$ cat config.mk
export PLATFORM = sky130hd
export DESIGN_NAME = demux1a2dosbits_fifo_flat
export DESIGN_NICKNAME = d
export VERILOG_FILES = /design/src/rtl/demux1a2dosbits_fifo_if.sv /design/src/rtl/demux1a2dosbits_fifo.sv /design/src/flat_wrapper.sv
export SDC_FILE = /design/constraint.sdc
export NUM_CORES = 1
export LEC_CHECK = 0
export CORE_UTILIZATION = 53
export DETAILED_ROUTE_END_ITERATION = 7
export PLACE_DENSITY_LB_ADDON = 0.25
export SYNTH_ARGS = -nofsm -noshare
export SYNTH_HDL_FRONTEND = slang
export SYNTH_SLANG_ARGS = --single-unit
$ cat constraint.sdc
create_clock -name clk -period 2.6 [get_ports clk]
set_clock_uncertainty 0.05 [all_clocks]
set_input_delay 0.78 -clock clk [delete_from_list [all_inputs] [get_ports clk]]
set_output_delay 0.78 -clock clk [all_outputs]
set_load 0.005 [all_outputs]
$ cat src/rtl/demux1a2dosbits_fifo_if.sv
// Splitter-side bundle for the 1:2 two-bit demux:
// one input stream plus two independently popped lanes.
interface demux1a2dosbits_fifo_if #(
   parameter int AW = 2
);
   logic          selector;
   logic          valid_in;
   logic [1:0]    data_in;
   logic          ready_in;
   logic          pop0;
   logic          pop1;
   logic          valid_out0;
   logic [1:0]    data_out0;
   logic          valid_out1;
   logic [1:0]    data_out1;
   logic [AW:0]   count0;
   logic [AW:0]   count1;
   logic          full0;
   logic          full1;
   logic          err_underflow;

   modport master (
      output selector, valid_in, data_in, pop0, pop1,
      input  ready_in, valid_out0, data_out0,
      input  valid_out1, data_out1, count0, count1,
      input  full0, full1, err_underflow
   );

   modport slave (
      input  selector, valid_in, data_in, pop0, pop1,
      output ready_in, valid_out0, data_out0,
      output valid_out1, data_out1, count0, count1,
      output full0, full1, err_underflow
   );
endinterface

$ cat src/rtl/demux1a2dosbits_fifo.sv
// 1:2 demux of a 2-bit valid/data stream into two
// show-ahead lane FIFOs so one stalled consumer never blocks the other.
module demux1a2dosbits_fifo #(
   parameter int DEPTH = 4,
   parameter int AW    = 2
) (
   input logic                    clk,
   input logic                    reset,
   demux1a2dosbits_fifo_if.slave  bus
);

   logic [1:0]    mem  [2][DEPTH];
   logic [AW-1:0] wptr [2];
   logic [AW-1:0] rptr [2];
   logic [AW:0]   cnt  [2];

   logic [1:0] vld;
   logic [1:0] full;
   logic [1:0] push;
   logic [1:0] pop;
   logic       under;

   always_comb begin
      for (int l = 0; l < 2; l++) begin
         vld[l]  = (cnt[l] != '0);
         full[l] = (cnt[l] == (AW+1)'(DEPTH));
      end
      // a full lane refuses even when it is popped this cycle
      bus.ready_in = bus.selector ? ~full[1] : ~full[0];
      push[0] = bus.valid_in & bus.ready_in & ~bus.selector;
      push[1] = bus.valid_in & bus.ready_in &  bus.selector;
      pop[0]  = bus.pop0 & vld[0];
      pop[1]  = bus.pop1 & vld[1];
      under   = (bus.pop0 & ~vld[0]) | (bus.pop1 & ~vld[1]);
   end

   always_ff @(posedge clk) begin
      for (int l = 0; l < 2; l++) begin
         if (push[l]) mem[l][wptr[l]] <= bus.data_in;
      end
   end

   always_ff @(posedge clk) begin
      if (reset) begin
         for (int l = 0; l < 2; l++) begin
            wptr[l] <= '0;
            rptr[l] <= '0;
            cnt[l]  <= '0;
         end
         bus.err_underflow <= 1'b0;
      end else begin
         for (int l = 0; l < 2; l++) begin
            if (push[l]) wptr[l] <= wptr[l] + 1'b1;
            if (pop[l])  rptr[l] <= rptr[l] + 1'b1;
            cnt[l] <= cnt[l] + {{AW{1'b0}}, push[l]}
                             - {{AW{1'b0}}, pop[l]};
         end
         if (under) bus.err_underflow <= 1'b1;
      end
   end

   always_comb begin
      bus.valid_out0 = vld[0];
      bus.valid_out1 = vld[1];
      bus.data_out0  = vld[0] ? mem[0][rptr[0]] : 2'b00;
      bus.data_out1  = vld[1] ? mem[1][rptr[1]] : 2'b00;
      bus.count0     = cnt[0];
      bus.count1     = cnt[1];
      bus.full0      = full[0];
      bus.full1      = full[1];
   end

endmodule

$ cat src/flat_wrapper.sv
// flat-port wrapper written by rule: the top's interface ports become plain ports
module demux1a2dosbits_fifo_flat 
#(
   parameter int DEPTH = 4,
   parameter int AW    = 2
)
  (clk, reset, bus_selector, bus_valid_in, bus_data_in, bus_pop0, bus_pop1, bus_ready_in, bus_valid_out0, bus_data_out0, bus_valid_out1, bus_data_out1, bus_count0, bus_count1, bus_full0, bus_full1, bus_err_underflow);
  demux1a2dosbits_fifo_if #(.AW(AW)) bus_i ();
  input logic clk;
  input logic reset;
  input wire logic [$bits(bus_i.selector)-1:0] bus_selector;
  input wire logic [$bits(bus_i.valid_in)-1:0] bus_valid_in;
  input wire logic [$bits(bus_i.data_in)-1:0] bus_data_in;
  input wire logic [$bits(bus_i.pop0)-1:0] bus_pop0;
  input wire logic [$bits(bus_i.pop1)-1:0] bus_pop1;
  output wire logic [$bits(bus_i.ready_in)-1:0] bus_ready_in;
  output wire logic [$bits(bus_i.valid_out0)-1:0] bus_valid_out0;
  output wire logic [$bits(bus_i.data_out0)-1:0] bus_data_out0;
  output wire logic [$bits(bus_i.valid_out1)-1:0] bus_valid_out1;
  output wire logic [$bits(bus_i.data_out1)-1:0] bus_data_out1;
  output wire logic [$bits(bus_i.count0)-1:0] bus_count0;
  output wire logic [$bits(bus_i.count1)-1:0] bus_count1;
  output wire logic [$bits(bus_i.full0)-1:0] bus_full0;
  output wire logic [$bits(bus_i.full1)-1:0] bus_full1;
  output wire logic [$bits(bus_i.err_underflow)-1:0] bus_err_underflow;
  assign bus_i.selector = bus_selector;
  assign bus_i.valid_in = bus_valid_in;
  assign bus_i.data_in = bus_data_in;
  assign bus_i.pop0 = bus_pop0;
  assign bus_i.pop1 = bus_pop1;
  assign bus_ready_in = bus_i.ready_in;
  assign bus_valid_out0 = bus_i.valid_out0;
  assign bus_data_out0 = bus_i.data_out0;
  assign bus_valid_out1 = bus_i.valid_out1;
  assign bus_data_out1 = bus_i.data_out1;
  assign bus_count0 = bus_i.count0;
  assign bus_count1 = bus_i.count1;
  assign bus_full0 = bus_i.full0;
  assign bus_full1 = bus_i.full1;
  assign bus_err_underflow = bus_i.err_underflow;
  demux1a2dosbits_fifo #(.DEPTH(DEPTH), .AW(AW)) u_core (.clk(clk), .reset(reset), .bus(bus_i));
endmodule
# Yosys cells after proc, flatten, opt, wreduce, memory -nomap -nowiden
# Memory sizes are Yosys's and may differ from the RTL's.
# Cells that the tools add are included.
[op_classes]
mux = 39
n_reduce_logical = 5
bitwise_logic = 23
order_cmp = 6
add_sub_neg = 8
eq_ne = 2
[ops]
columns = ["op", "n"]
rows = [
  ["2-to-1 mux 8 bit", 4],
  ["2-to-1 mux 2 bit", 12],
  ["2-to-1 mux 1 bit", 17],
  [">= comparator 3 bit, second input constant", 4],
  ["NOT 2 -> 3 bit", 4],
  ["adder 2 x 1 -> 2 bit, second input constant", 4],
  ["binary-select mux 2 bit (select 2 bit)", 2],
  ["demux 2 bit (select 2 bit)", 2],
  ["OR reduction 8 bit", 1],
  ["AND 1 bit", 7],
  ["OR 1 bit", 7],
  ["adder 3 x 1 -> 3 bit", 2],
  ["== test 3 bit, second input constant", 2],
  ["< comparator 3 x 1 -> 1 bit, second input constant", 2],
  ["2-to-1 mux 3 bit", 2],
  ["nonzero test 3 bit", 2],
  ["subtractor 3 x 1 -> 3 bit", 2],
  ["NOT 1 bit", 5],
  ["logical AND 1 bit", 2],
]
[totals]
n_memories = 4
reg_bits = 1
mem_bits_rw = 30
input_bits = 8
wordCells = 88
[mem_list]
columns = ["name", "depth", "width", "rd", "rd_ports_with_merged_regs", "wr", "line_no", "text"]
rows = [
  ["u_core.mem", 2, 8, 2, 0, 1, "demux1a2dosbits_fifo.sv:12", "logic [1:0] mem [2][DEPTH];"],
  ["u_core.cnt", 2, 3, 2, 0, 2, "demux1a2dosbits_fifo.sv:15", "logic [AW:0] cnt [2];"],
  ["u_core.rptr", 2, 2, 2, 0, 2, "demux1a2dosbits_fifo.sv:14", "logic [AW-1:0] rptr [2];"],
  ["u_core.wptr", 2, 2, 2, 0, 2, "demux1a2dosbits_fifo.sv:13", "logic [AW-1:0] wptr [2];"],
]

# Depth between registers and ports, before layout
[depth]
ltp_word = 9
ltp_mapped = 9
ltp_nobuf = 8

# Worst setup path after synthesis
# Ideal clock, no wire load.
[synth_path]
path_kind = "input port to flip-flop"
from = "in bus_pop0"
to = "mem u_core.cnt[0][2] (netlist bit)"
path_stages = 8
setup_ns = 0.065
required_ns = 2.485
slack_ns = 0.254
arrival_time_ns = 2.231
n_path_buf = 0
cell_sequence = "o31ai_2 inv_1 ha_1 inv_1 ha_1 fa_1 xor3_1 nor2_1"
[synth_rtl]
columns = ["item", "line_no", "text"]
rows = [
  ["start, declared", "flat_wrapper.sv:14", "input wire logic [$bits(bus_i.pop0)-1:0] bus_pop0;"],
  ["end, declared", "demux1a2dosbits_fifo.sv:15", ""],
]

==> flow_summary.json <==
{
  "initial_core_util": 0.571,
  "firstDrtPassIters": 6,
  "drc": 2,
  "die_w_um": 57.2,
  "clkSlewWorstSetupHoldPaths_ps": 90,
  "clockBufferDepth": 2,
  "cts_tree": "built",
  "netlist_top_cells_area": "edfxtp_1 45%, dfxtp_1 8.7%, ha_1 8.5%",
  "postCtsHoldBufs": 0,
  "crit_path_start_kind": "flop",
  "final_nets": 178,
  "worstPathCellList": "buf_4, mux4_2, and2_1, dlygate4sd2_1",
  "outcome": "complete, but fails checks",
  "core_mm2": 0.00283,
  "area_growth_pct": 25.6,
  "grt_pass1_wl_um": 4750,
  "hp-start": "u_core.bus.err_underflow$_SDFFE_PP0P_",
  "io_buffers": 23,
  "worst_pin_slew_ps": 406,
  "antenna_found_initial": 0,
  "synth_fp_nets": 136,
  "drtIter0Drc": 24,
  "hold_viol_final": 0,
  "maxCapViolations": 0,
  "num_vias": 1050,
  "slew_headroom": 0.729,
  "synth-edff-count": 24,
  "cp_top_family": "flip-flops",
  "insertedDiodeCount": 0,
  "synth_common_cells": "24 x edfxtp_1, 11 x ha_1, 11 x inv_1",
  "grt_pass1_vias": 1088,
  "wl_per_cell_um": 15.2,
  "syn_inst": 115,
  "crit_type": "flop to output port",
  "fmax_mhz": 395,
  "total_power_mw": 1.78,
  "reg2reg_from": "u_core.cnt[0][0]$_SDFF_PP0_",
  "cp.buffers_inverters": 2,
  "critPathMaxFanout": 2,
  "drive_gt1_frac": 0.197,
  "drt-total-wl_um": 2860,
  "cts-buffers-inserted": 5,
  "hold_path.class": "flop to flop",
  "fin_util": 0.716,
  "gp_congestion": 0.799,
  "dp_slack_ps": -367,
  "clock-sinks": 31,
  "p_leak_nw": 0.802,
  "hold_ws_ps": 426,
  "slew_viol_final": 0,
  "setup_violations": 0,
  "slowest_delay_ps": 420,
  "min_period_over_period": 0.974,
  "via_per_inst": 5.59,
  "crit_path_end_kind": "output port",
  "clock_latency_ps": 320,
  "final-instance-count-excl-fill": 188,
  "synth_most_common_cell": "edfxtp_1",
  "h-tree-depth": 2,
  "vdd_drop_max_v": 0.000603,
  "synth.avg_cell_area_um2": 14.0,
  "yosysTopAreaCell": "edfxtp_1",
  "dp.cells": 175,
  "gr-total-overflow": 0,
  "grt_start_max_net_pins": 10,
  "synth-seq-cells": 31,
  "holdPathStages": 2,
  "yosysWarnings": 0,
  "grtUsageTotal": 0.199,
  "crit_required_ps": 1770,
  "layout_setup_ws_ps": 66.8,
  "violations": "design-rule violations",
  "cts_root_buf": "clkbuf_4",
  "p_per_area_mw_per_mm2": 878,
  "holdPathEnd": "u_core.bus.err_underflow$_SDFFE_PP0P_",
  "die_area_mm2": 0.00327,
  "min_period_ps": 2530,
  "hpwl_um": 2110,
  "syn_area_mm2": 0.00161,
  "chipHeight_um": 57.2,
  "synth-async-reset-ratio": 0,
  "ys_seq_area_frac": 0.533,
  "slowest_stage": "edfxtp_1",
  "reg2reg_slack_ps": 420,
  "ant_nets": 0,
  "synth_cell_types": 30,
  "ios": 24,
  "ff2ff_path_depth": 8,
  "worstPathArrival_ps": 1700,
  "synth-main-ff-cell": "edfxtp_1",
  "synth_top_area_share": 0.447,
  "fill_cells": 196,
  "num_rows": 19,
  "multi_input_area_um2": 701,
  "seqCellArea_um2": 861,
  "rr_endpoint": "u_core.cnt[0][2]$_SDFF_PP0_"
}
final cells by class:
type,instances,share of cell area
inverters,11,0.0204
repair buffers,38,0.167
well taps,31,0.0191
clock buffers,5,0.0185
multi-input cells,70,0.346
clock inverters,2,0.00432
flip-flops and latches,31,0.425
timing repair:
action | 4_1_cts | 5_1_grt
setup endpoints to repair | 6 | 3
endpoints found under the hold margin | 0 | 0
pin swaps | 3 | 1
cloned | 0 | 0
buffers inserted | 4 | 3
gates resized for setup | 10 | 0
power breakdown:
| group | total [mW] | switching (mW) | leakage [nW] | internal (mW) |
|---|---|---|---|---|
| logic | 0.784 | 0.288 | 0.486 | 0.496 |
| clock network | 0.249 | 0.154 | 0.0285 | 0.0956 |
| registers | 0.746 | 0.117 | 0.288 | 0.629 |
cells by family (layout without fill, tap and decap cells):
logic type,after synthesis,count (layout),share of synthesized area
multiplexers,5,5,0.0620
AND/OR/NAND/NOR,39,39,0.170
flip-flops,31,31,0.533
adder cells (fa/ha/maj),13,13,0.110
buffers and inverters,14,56,0.0380
XOR/XNOR,4,4,0.0395
AO/OA/AOI/OAI,9,9,0.0473
flip-flops by register name, indices dropped and copies added, names as in the netlist:
signal	count
u_core.rptr	4
u_core.mem	16
u_core.wptr	4
u_core.cnt	6
u_core.bus.err_underflow	1
layer usage:
layer	global-route usage	wire length, um
met1	0.226	1250
met2	0.346	1410
met3	0.0658	143
met4	0.0836	52
met5	0	0
worst reg2reg max path: cells and delay by family, from the launching register on:
kind,cells,cell delay (ps)
AOI/OAI and AO/OA,1,290
and+or+nand+nor,1,80
xor gates and xnor gates,1,360
DFF,1,400
adders and majority gates,3,840
buffers and inverters,2,110
worst max-delay path by stage:
stage / from / endpoint / slack, ps / depth (start not counted)
after floorplan: bus_pop0 / u_core.cnt[0][2]$_SDFF_PP0_ / 250 / 8
after global placement: bus_selector / bus_ready_in / -330 / 4
after detailed placement: bus_selector / bus_ready_in / -370 / 4
after CTS: u_core.rptr[0][2]$_SDFFCE_PN0P_ / bus_data_out1[1] / 3 / 4
after global routing: u_core.rptr[0][2]$_SDFFCE_PN0P_ / bus_data_out1[0] / -8 / 4
final: u_core.rptr[0][2]$_SDFFCE_PN0P_ / bus_data_out1[0] / 70 / 4
cell usage in the layout (no fill, tap or decap), drive strengths merged, types with 2 or more instances in the layout:
cell,n
edfxtp,24
clkdlybuf4s50,17
buf,15
inv,11
ha,11
nor3b,10
nor2,7
dfxtp,7
dlygate4sd2,6
clkbuf,5
mux4,4
nand2b,4
a211oi,4
and2,4
nor2b,3
nor4b,3
or3,2
o31ai,2
o21bai,2
nor4,2
xnor2,2
or4b,2
fa,2
clkinv,2
through the flow:
| step | setup TNS, ps | area [um^2] |
|---|---|---|
| finish | 0 | 2030 |
| floorplan | 0 | 1610 |
| detailed placement | -567 | 1930 |
| global route | -8.40 | 2030 |
| global placement | -497 | 1930 |
| CTS | 0 | 2020 |
No activity file was read; power rests on OpenSTA's default activity.
